`src/rtl/nec_operand_fetch_if.sv`:
```
// nec_operand_fetch_if: decoder <-> operand-fetch bus (queue view, sizes, results).
// Rev 1.0
`default_nettype none

interface nec_operand_fetch_if #(
   parameter int QUEUE_DEPTH = 8
);
   localparam int LW = $clog2(QUEUE_DEPTH) + 1;

   logic                        ce;
   logic                        set_pc;
   logic [15:0]                 new_pc;
   logic                        start;
   logic [2:0]                  disp_size;
   logic [2:0]                  imm_size;
   logic                        imm_sext;
   logic [LW-1:0]               ipq_len;
   logic [QUEUE_DEPTH-1:0][7:0] ipq;
   logic                        retire;

   logic [15:0]                 pc;
   logic [2:0]                  consumed;
   logic                        busy;
   logic                        valid;
   logic [15:0]                 disp;
   logic [31:0]                 imm;
   logic [15:0]                 end_pc;
   logic                        size_err;

   modport master (
      output ce, set_pc, new_pc, start, disp_size, imm_size, imm_sext,
             ipq_len, ipq, retire,
      input  pc, consumed, busy, valid, disp, imm, end_pc, size_err
   );

   modport slave (
      input  ce, set_pc, new_pc, start, disp_size, imm_size, imm_sext,
             ipq_len, ipq, retire,
      output pc, consumed, busy, valid, disp, imm, end_pc, size_err
   );
endinterface

`default_nettype wire

```
`src/rtl/nec_operand_fetch.sv`:
```
// nec_operand_fetch: pulls displacement/immediate bytes out of the prefetch queue.
// Rev 1.0
`default_nettype none

module nec_operand_fetch #(
   parameter int QUEUE_DEPTH     = 8,
   parameter int MAX_DISP        = 2,
   parameter int MAX_IMM         = 4,
   parameter int BYTES_PER_CYCLE = 1
) (
   input  logic               clk,
   input  logic               reset,
   nec_operand_fetch_if.slave bus
);
   localparam int         AW         = $clog2(QUEUE_DEPTH);
   localparam logic [2:0] MAX_DISP_C = 3'(MAX_DISP);
   localparam logic [2:0] MAX_IMM_C  = 3'(MAX_IMM);
   localparam logic [4:0] BPC_C      = 5'(BYTES_PER_CYCLE);

   typedef enum logic [1:0] {
      ST_IDLE  = 2'd0,
      ST_FETCH = 2'd1,
      ST_DONE  = 2'd2
   } state_t;

   state_t        state_q, state_d;
   logic [15:0]   pc_q, pc_d;
   logic [15:0]   end_pc_q, end_pc_d;
   logic [15:0]   disp_q, disp_d;
   logic [31:0]   imm_q, imm_d;
   logic [2:0]    dsz_q, dsz_d;
   logic [2:0]    isz_q, isz_d;
   logic [2:0]    drem_q, drem_d;
   logic [2:0]    irem_q, irem_d;
   logic          sext_q, sext_d;
   logic          err_q, err_d;

   logic [4:0]    n;
   logic [4:0]    qlen;
   logic [4:0]    rem_total;
   logic [4:0]    done_total;
   logic [4:0]    to_disp;
   logic [4:0]    pos;
   logic [7:0]    byte_v;
   logic [AW-1:0] slot;
   logic          size_bad;
   logic          accept_start;

   always_comb begin
      state_d  = state_q;
      pc_d     = pc_q;
      end_pc_d = end_pc_q;
      disp_d   = disp_q;
      imm_d    = imm_q;
      dsz_d    = dsz_q;
      isz_d    = isz_q;
      drem_d   = drem_q;
      irem_d   = irem_q;
      sext_d   = sext_q;
      err_d    = err_q;
      n        = '0;
      to_disp  = '0;
      pos      = '0;
      byte_v   = '0;
      slot     = '0;

      qlen         = 5'(bus.ipq_len);
      rem_total    = 5'(drem_q) + 5'(irem_q);
      done_total   = 5'(dsz_q) + 5'(isz_q) - rem_total;
      size_bad     = (bus.disp_size > MAX_DISP_C) || (bus.imm_size > MAX_IMM_C);
      accept_start = bus.start &&
                     ((state_q == ST_IDLE) || ((state_q == ST_DONE) && bus.retire));

      if (bus.set_pc) begin
         pc_d     = bus.new_pc;
         end_pc_d = bus.new_pc;
         state_d  = ST_IDLE;
         disp_d   = '0;
         imm_d    = '0;
         drem_d   = '0;
         irem_d   = '0;
      end else if (bus.ce) begin
         case (state_q)
            ST_FETCH: begin
               n = BPC_C;
               if (rem_total < n) n = rem_total;
               if (qlen < n)      n = qlen;

               // Bytes land by their position in the combined disp+imm stream.
               for (int k = 0; k < BYTES_PER_CYCLE; k++) begin
                  if (5'(k) < n) begin
                     slot   = pc_q[AW-1:0] + AW'(k);
                     byte_v = bus.ipq[slot];
                     pos    = done_total + 5'(k);
                     if (pos < 5'(dsz_q)) begin
                        for (int j = 0; j < MAX_DISP; j++) begin
                           if (pos == 5'(j)) disp_d[8*j +: 8] = byte_v;
                        end
                     end else begin
                        for (int j = 0; j < MAX_IMM; j++) begin
                           if ((pos - 5'(dsz_q)) == 5'(j)) imm_d[8*j +: 8] = byte_v;
                        end
                     end
                  end
               end

               to_disp  = (n < 5'(drem_q)) ? n : 5'(drem_q);
               drem_d   = drem_q - 3'(to_disp);
               irem_d   = irem_q - 3'(n - to_disp);
               pc_d     = pc_q + 16'(n);
               end_pc_d = pc_q + 16'(n);

               if ((n != 5'd0) && (n == rem_total)) begin
                  state_d = ST_DONE;
                  if (sext_q && (isz_q == 3'd1)) imm_d[31:8] = {24{imm_d[7]}};
               end
            end
            ST_DONE: begin
               if (bus.retire) state_d = ST_IDLE;
            end
            default: ;
         endcase

         // A start accepted from DONE overrides the retire-to-IDLE above.
         if (accept_start) begin
            if (size_bad) begin
               err_d   = 1'b1;
               state_d = ST_IDLE;
            end else begin
               dsz_d    = bus.disp_size;
               isz_d    = bus.imm_size;
               drem_d   = bus.disp_size;
               irem_d   = bus.imm_size;
               sext_d   = bus.imm_sext;
               disp_d   = '0;
               imm_d    = '0;
               end_pc_d = pc_q;
               state_d  = ((bus.disp_size == 3'd0) && (bus.imm_size == 3'd0)) ?
                          ST_DONE : ST_FETCH;
            end
         end
      end

      bus.consumed = reset ? 3'd0 : 3'(n);
   end

   always_ff @(posedge clk) begin
      if (reset) begin
         state_q  <= ST_IDLE;
         pc_q     <= '0;
         end_pc_q <= '0;
         disp_q   <= '0;
         imm_q    <= '0;
         dsz_q    <= '0;
         isz_q    <= '0;
         drem_q   <= '0;
         irem_q   <= '0;
         sext_q   <= 1'b0;
         err_q    <= 1'b0;
      end else begin
         state_q  <= state_d;
         pc_q     <= pc_d;
         end_pc_q <= end_pc_d;
         disp_q   <= disp_d;
         imm_q    <= imm_d;
         dsz_q    <= dsz_d;
         isz_q    <= isz_d;
         drem_q   <= drem_d;
         irem_q   <= irem_d;
         sext_q   <= sext_d;
         err_q    <= err_d;
      end
   end

   assign bus.pc       = pc_q;
   assign bus.end_pc   = end_pc_q;
   assign bus.disp     = disp_q;
   assign bus.imm      = imm_q;
   assign bus.busy     = (state_q == ST_FETCH);
   assign bus.valid    = (state_q == ST_DONE) && !bus.set_pc;
   assign bus.size_err = err_q;

endmodule

`default_nettype wire

```
`src/flat_wrapper.sv`:
```
// flat-port wrapper written by rule: the top's interface ports become plain ports
module nec_operand_fetch_flat 
#(
   parameter int QUEUE_DEPTH     = 8,
   parameter int MAX_DISP        = 2,
   parameter int MAX_IMM         = 4,
   parameter int BYTES_PER_CYCLE = 1
)
  (clk, reset, bus_ce, bus_set_pc, bus_new_pc, bus_start, bus_disp_size, bus_imm_size, bus_imm_sext, bus_ipq_len, bus_ipq, bus_retire, bus_pc, bus_consumed, bus_busy, bus_valid, bus_disp, bus_imm, bus_end_pc, bus_size_err);
  nec_operand_fetch_if #(.QUEUE_DEPTH(QUEUE_DEPTH)) bus_i ();
  input  logic clk;
  input  logic reset;
  input wire logic [$bits(bus_i.ce)-1:0] bus_ce;
  input wire logic [$bits(bus_i.set_pc)-1:0] bus_set_pc;
  input wire logic [$bits(bus_i.new_pc)-1:0] bus_new_pc;
  input wire logic [$bits(bus_i.start)-1:0] bus_start;
  input wire logic [$bits(bus_i.disp_size)-1:0] bus_disp_size;
  input wire logic [$bits(bus_i.imm_size)-1:0] bus_imm_size;
  input wire logic [$bits(bus_i.imm_sext)-1:0] bus_imm_sext;
  input wire logic [$bits(bus_i.ipq_len)-1:0] bus_ipq_len;
  input wire logic [$bits(bus_i.ipq)-1:0] bus_ipq;
  input wire logic [$bits(bus_i.retire)-1:0] bus_retire;
  output wire logic [$bits(bus_i.pc)-1:0] bus_pc;
  output wire logic [$bits(bus_i.consumed)-1:0] bus_consumed;
  output wire logic [$bits(bus_i.busy)-1:0] bus_busy;
  output wire logic [$bits(bus_i.valid)-1:0] bus_valid;
  output wire logic [$bits(bus_i.disp)-1:0] bus_disp;
  output wire logic [$bits(bus_i.imm)-1:0] bus_imm;
  output wire logic [$bits(bus_i.end_pc)-1:0] bus_end_pc;
  output wire logic [$bits(bus_i.size_err)-1:0] bus_size_err;
  assign bus_i.ce = bus_ce;
  assign bus_i.set_pc = bus_set_pc;
  assign bus_i.new_pc = bus_new_pc;
  assign bus_i.start = bus_start;
  assign bus_i.disp_size = bus_disp_size;
  assign bus_i.imm_size = bus_imm_size;
  assign bus_i.imm_sext = bus_imm_sext;
  assign bus_i.ipq_len = bus_ipq_len;
  assign bus_i.ipq = bus_ipq;
  assign bus_i.retire = bus_retire;
  assign bus_pc = bus_i.pc;
  assign bus_consumed = bus_i.consumed;
  assign bus_busy = bus_i.busy;
  assign bus_valid = bus_i.valid;
  assign bus_disp = bus_i.disp;
  assign bus_imm = bus_i.imm;
  assign bus_end_pc = bus_i.end_pc;
  assign bus_size_err = bus_i.size_err;
  nec_operand_fetch #(.QUEUE_DEPTH(QUEUE_DEPTH), .MAX_DISP(MAX_DISP), .MAX_IMM(MAX_IMM), .BYTES_PER_CYCLE(BYTES_PER_CYCLE)) u_core (.clk(clk), .reset(reset), .bus(bus_i));
endmodule
```
`config.mk`:
```
export PLATFORM = sky130hd
export DESIGN_NAME = nec_operand_fetch_flat
export DESIGN_NICKNAME = d
export VERILOG_FILES = /design/src/rtl/nec_operand_fetch_if.sv /design/src/rtl/nec_operand_fetch.sv /design/src/flat_wrapper.sv
export SDC_FILE = /design/constraint.sdc
export NUM_CORES = 1
export LEC_CHECK = 0
export ABC_AREA = 1
export ABC_CLOCK_PERIOD_IN_PS = 13710
export CAP_MARGIN = 20
export CORE_MARGIN = 4
export CORE_UTILIZATION = 54
export DETAILED_ROUTE_END_ITERATION = 6
export PLACE_DENSITY = 0.92
export SETUP_SLACK_MARGIN = 0.15
export SLEW_MARGIN = 15
export SYNTH_ARGS = -nofsm -noshare
export SYNTH_HDL_FRONTEND = slang
export SYNTH_SLANG_ARGS = --single-unit
```
`constraint.sdc`:
```
create_clock -name clk -period 13.71 [get_ports clk]
set_input_delay 4.113 -clock clk [delete_from_list [all_inputs] [get_ports clk]]
set_output_delay 4.113 -clock clk [all_outputs]
set_load 0.02 [all_outputs]
```
==> results of run 1 <==
## state kept, by name, summed over array words and instances, names as in the netlist
register	cells
u_core.bus.disp	16
u_core.sext_q	1
u_core.bus.pc	16
u_core.dsz_q	3
u_core.state_q	2
u_core.drem_q	3
u_core.isz_q	3
u_core.bus.end_pc	16
u_core.bus.imm	32
u_core.irem_q	3
u_core.bus.size_err	1
## kinds of logic after synthesis
kind of cell	Yosys count	share of synthesized area [%]
buffers and inverters	163	9.39
other	2	0.106
AND/OR/NAND/NOR	559	34.0
XOR/XNOR	19	2.35
adder cells (fa/ha/maj)	33	6.69
flip-flops	96	27.2
AO/OA/AOI/OAI	239	20.3
## metrics by stage
step | area [um^2] | hold WS [ns] | util [%]
after floorplan | 7080 | 0.431 | -
after global placement | 8920 | 0.451 | 70.1
after detailed placement | 8920 | 0.449 | 70.1
after CTS | 9210 | 0.488 | 72.4
after global routing | 9220 | 0.506 | 72.5
final | 9220 | 0.488 | 72.5
## worst max-delay path, cell delays in order
cell             delay (ns)
clkdlybuf4s50_1        0.64
inv_2                  0.45
nor2_1                 0.37
inv_1                  0.14
nor2_1                 0.57
nand2_1                0.27
nor2_1                 0.16
clkdlybuf4s50_1        0.62
## cells in the final DEF (no fill, tap or decap), drive strengths merged, types with 4 or more instances in the layout
master / netlist / routed
nand2: 338 / 338
clkdlybuf4s50: 0 / 182
nor2: 115 / 115
inv: 101 / 102
dfxtp: 96 / 96
nand3: 85 / 85
o21ai: 81 / 81
a21oi: 69 / 69
o211ai: 30 / 30
a31oi: 26 / 26
ha: 25 / 25
xor2: 16 / 16
o32ai: 16 / 16
clkbuf: 38 / 11
nand4: 10 / 10
buf: 21 / 9
a41oi: 8 / 8
fa: 8 / 8
nor3: 7 / 7
o21bai: 4 / 4
conb: 2 / 4
## final cells by class
cell class	count	area share [%]
repair buffers	191	20.5
flip-flops and latches	96	20.8
multi-input cells	854	48.9
clock inverters	4	0.584
clock buffers	11	2.63
well taps	172	2.33
inverters	104	4.23
## routing by layer
metal,routed length (um),GRT usage (%)
met1,8870,35.1
met2,10900,52.2
met3,2650,7.42
met4,740,11.1
met5,0,0
## power groups by stage
stage	Clock, mW	Combinational [mW]	Sequential, mW
after floorplan	0	0.112	0.305
after detailed placement	0	0.185	0.299
after global placement	0	0.181	0.299
after CTS	0.257	0.187	0.293
final	0.259	0.190	0.293
after global routing	0.271	0.208	0.294
## worst paths after layout
kind / depth (start not counted) / start / to
hold / removal: 2 / u_core.bus.disp[11] / u_core.bus.disp[11]
setup / recovery: 8 / bus_ce / bus_consumed[0]
setup reg to reg: 27 / u_core.drem_q[0] / u_core.irem_q[2]
hold reg to reg: 2 / u_core.bus.disp[11] / u_core.bus.disp[11]
==> summary.txt, run 1 <==
Routing
  • Via count: 8180
  • Detailed Route Iter0 Violations: 869
  • Antenna Nets Post-Route: 0
  • Wire per inst: 16.2 um
  • DRC viols: 0
  • Drt via density: 5.71
  • Drt first pass iters: 6
  • Routed WL: 23200 um

Timing
  • Highest Clock Rate: 0.0873 GHz
  • Final worst setup slack: 2.26 ns
  • Pins Over Slew Limit: 0
  • Slew at the pin closest to its max-slew limit: 1.06 ns
  • Fin. Hold Viols: 0
  • Setup violations, final: 0
  • Fin crit share: 83.5%
  • Period minus WS final: 11.45 ns
  • RSZ-0062 raised after global routing: false
  • Setup TNS: 0 ns
  • Worst Skew: 0.00930 ns
  • Slew HR: 29.5%

Power and ir drop
  • Sequential power share: 39.5%
  • Switch share: 31.5%
  • Gate power share: 25.6%
  • Overall Power: 742 uW
  • Leakage power total: 3.61 nW
  • Power Density: 80.5 mW/mm^2
  • Clock share of power: 34.9%
  • Worst vdd ir: 0.0627 mV
  • Internal: 508 uW
  • Switch Pwr: 234 uW

Layout
  • Final antenna diode count: 0
  • Multi-input logic area: 0.00451 mm^2
  • Fillers: 1038
  • Nets@finish: 1386
  • Share of cells above drive strength 1: 6.03%
  • Area Overhead vs Synth: 30.4%
  • Register Area: 0.00192 mm^2
  • Non-filler cells, final: 1432

Floorplan
  • Row cnt: 41
  • Starting Density: 55.6%
  • Die area: 0.0150 mm^2
  • Die Width: 122 um
  • Die height: 122 um
  • Core Box Area: 0.0127 mm^2
  • I/O Pins: 183

Logic synthesis
  • Synth cell types: 42
  • Mapped Area: 0.00707 mm^2
  • Synth area leaders: dfxtp_1 (27%), nand2_1 (17%), nand3_1 (5.6%), nor2_1 (5.5%), o21ai_0 (5.2%)
  • Async S/R FF share, synth: 0%
  • Synth Area per Inst: 6.37 um^2
  • Post-synth top area share: 27.2%
  • Yosys warns: 0
  • Yosys reg bits: 96
  • Cell with the most instances after synthesis: nand2_1
  • Register area share after synthesis: 27.2%
  • Most frequent cells after synthesis: nand2_1 (314), nor2_1 (104), dfxtp_1 (96), inv_1 (96), nand3_1 (79)
  • Ys flop type: dfxtp_1
  • Number of flops mapped to enable cells by yosys: 0
  • Post-synth top area cell: dfxtp_1
  • Synthesized instance count: 1111

Clock tree
  • Setup bufs post-CTS: 0
  • Sink Count: 96
  • CTS Hold Buffers Added: 0
  • CTS tree: yes
  • H-tree depth: 3
  • Cts repair resizes: 0
  • CTS buffer count: 9
  • Clk Latency, worst-skew pair: 0.34 ns
  • Clk slew on worst S/H paths: 0.07 ns
  • Clk buf depth: 2
  • Clock root buffer: clkbuf_16

Flow run
  • Max-cap viol count: 0

Setup path
  • Critical Path Start Type: primary input
  • Register-to-register setup slack: 8.66 ns
  • Critical Path RT: 9.60 ns
  • CP max FO: 53
  • Worst Path Arrival: 7.34 ns
  • Crit end category: output port
  • Critical path class: in -> out

Placed design
  • HPWL after detailed placement: 16800 um
  • Final GP Congestion: 0.962
  • Port bufs: 182
  • Placed cells: 1416
  • Setup Slack @ Placement: 2.32 ns

GRT
  • Number of global-route vias before repair: 7726
  • Largest net degree at the start of global routing: 79
  • Grt ovf: 0
  • Antenna violations before repair: 0
  • First-pass GRT wire length: 36700 um
  • Total track usage: 29.8%

Min path
  • Worst Hold Class: reg -> reg

Outcome
  • Status: complete, no violations
Power figures use the tool's default switching activity.
==> run 2, diff against run 1 <==
- ABC_CLOCK_PERIOD_IN_PS: 13710 -> 10500
- CORE_UTILIZATION: 54 -> 45
- PLACE_DENSITY: 0.92 -> 0.83
- clock period: 13.71 -> 10.5 ns (I/O delays scaled with it)
==> run 2 against run 1 <==
  * Final cell count grew 2.8%
  * Sequential share of layout area shrank 0.085 points
  * Critical endpoint is now bus_consumed[1]
  * Critical path depth unchanged
  * Largest power group unchanged
  * Clock power increased by 25%
  * Critical path type unchanged
  * Worst setup slack worse by 0.82 ns
  * Sequential power is 31% higher
  * Final area grew 0.41%
  * Combinational power rose by 30%
  * Largest cell class unchanged
==> summary.txt, run 2 (same netlist as run 1, synthesis figures left out) <==
Clock tree
  • Clk slew on worst S/H paths: 0.07 ns (about the same)
  • Cts repair resizes: 0 (unchanged)
  • Clk buf depth: 2 (unchanged)
  • Setup bufs post-CTS: 0 (unchanged)
  • CTS Hold Buffers Added: 0 (unchanged)
  • H-tree depth: 3 (unchanged)
  • CTS tree: yes
  • CTS buffer count: 9 (unchanged)
  • Clock root buffer: clkbuf_16
  • Clk Latency, worst-skew pair: 0.36 ns (+0.02 ns)
  • Sink Count: 96 (unchanged)

Timing
  • Fin crit share: 86.4%
  • Period minus WS final: 9.07 ns
  • Setup violations, final: 0 (unchanged)
  • Slew at the pin closest to its max-slew limit: 1.05 ns (-0.00483 ns)
  • RSZ-0062 raised after global routing: false
  • Highest Clock Rate: 0.110 GHz
  • Pins Over Slew Limit: 0 (unchanged)
  • Worst Skew: 0.0109 ns (+0.00157 ns)
  • Slew HR: 29.8% (+0.32 points)
  • Fin. Hold Viols: 0 (unchanged)
  • Setup TNS: 0 ns (unchanged)
  • Final worst setup slack: 1.43 ns (-0.823 ns)

GRT
  • Total track usage: 25.4% (-4.4 points)
  • First-pass GRT wire length: 37500 um (+2.1%)
  • Largest net degree at the start of global routing: 79 (unchanged)
  • Grt ovf: 0 (unchanged)
  • Number of global-route vias before repair: 7521 (-2.7%)
  • Antenna violations before repair: 0 (unchanged)

Layout
  • Final antenna diode count: 0 (unchanged)
  • Area Overhead vs Synth: 30.9%
  • Register Area: 0.00192 mm^2 (unchanged)
  • Share of cells above drive strength 1: 6.19% (+0.15 points)
  • Most frequent cells in the layout: nand2_1 (314), clkdlybuf4s50_1 (182), nor2_1 (102)
  • Commonest non-fill, non-tap cell in the layout: nand2_1
  • Fillers: 1453 (+40%)
  • Non-filler cells, final: 1472 (+2.8%)
  • Max reg flops: 32 (unchanged)
  • Nets@finish: 1386 (unchanged)
  • Multi-input logic area: 0.00451 mm^2 (about the same)

Power and ir drop
  • Power Density: 103 mW/mm^2 (+28%)
  • Leakage power total: 3.61 nW (-0.13%)
  • Worst vdd ir: 0.0894 mV (+43%)

Setup path
  • Critical Path Start Type: primary input
  • Critical path class: in -> out
  • Worst Path Arrival: 5.92 ns (-1.42 ns)
  • Worst-case reg-to-reg path depth: 27 (unchanged)
  • CP max FO: 10 (-81%)
  • Critical Path RT: 7.35 ns (-2.25 ns)
  • Crit end category: output port

Placed design
  • Final GP Congestion: 0.928 (-3.5%)
  • Port bufs: 182 (unchanged)
  • HPWL after detailed placement: 16800 um (about the same)
  • Setup Slack @ Placement: 1.49 ns (-0.823 ns)
  • Placed cells: 1456 (+2.8%)

Min path
  • Worst Hold Class: reg -> reg
  • Hold Path Depth: 2 (unchanged)

Floorplan
  • Die height: 133 um (+8.9%)
  • Core Box Area: 0.0153 mm^2 (+20%)
  • Die area: 0.0178 mm^2 (+19%)
  • I/O Pins: 183 (unchanged)
  • Row cnt: 45 (+9.8%)
  • Starting Density: 46.2% (-9.4 points)
  • Die Width: 133 um (+8.9%)

Routing
  • DRC viols: 0 (unchanged)
  • Routed WL: 23200 um (+0.29%)
  • Antenna Nets Post-Route: 0 (unchanged)
  • Detailed Route Iter0 Violations: 905 (+4.1%)
  • Drt via density: 5.49 (-4.0%)
  • Drt first pass iters: 5 (-1)
  • Via count: 8074 (-1.3%)
  • Wire per inst: 15.8 um (-2.4%)

Outcome
  • Status: complete, no violations

Flow run
  • Max-cap viol count: 0 (unchanged)
## run 2: final timing paths
check / slack, ns / to / from
hold reg to reg: 0.46 / u_core.sext_q / u_core.sext_q
setup / recovery: 1.43 / bus_consumed[1] / bus_ce
setup reg to reg: 5.56 / u_core.irem_q[2] / u_core.drem_q[0]
hold / removal: 0.46 / u_core.sext_q / u_core.sext_q
## run 2: layout make-up
type / instances / area share (%)
multi-input combinational: 854 / 48.7
sequential: 96 / 20.8
timing repair buffer: 191 / 20.4
inverter: 104 / 4.22
tap: 211 / 2.85
clock buffer: 11 / 2.62
clock inverter: 5 / 0.432
## run 2: per-stage QoR
stage          cell area (um^2)  power, mW  hold slack [ns]  util, %
6_report                   9260      0.955            0.460     60.4
3_3_place_gp               8970      0.630            0.449     58.6
5_1_grt                    9260      0.997            0.499     60.4
2_1_floorplan              7080      0.544            0.431        -
4_1_cts                    9260      0.954            0.459     60.4
3_5_place_dp               8970      0.635            0.449     58.6
## run 2: worst max-delay path, cell delays in order
cell and delay [ns]:
clkdlybuf4s50_1 0.66, inv_2 0.06, nor2_1 0.22, inv_1 0.13, nor2_1 0.55, nand2_1 0.29
nor2_1 0.20, clkdlybuf4s50_1 0.65
## run 2: routing by layer
| layer | wire length [um] | track usage [%] |
|---|---|---|
| met4 | 489 | 8.23 |
| met2 | 10700 | 42.0 |
| met5 | 0 | 0 |
| met1 | 9750 | 32.6 |
| met3 | 2300 | 6.08 |
## run 2: where the power goes
| part | leakage (nW) | internal, mW | switching (mW) |
|---|---|---|---|
| Clock | 0.134 | 0.170 | 0.155 |
| Combinational | 2.70 | 0.0993 | 0.148 |
| Sequential | 0.780 | 0.373 | 0.0104 |
| Total | 3.61 | 0.642 | 0.313 |
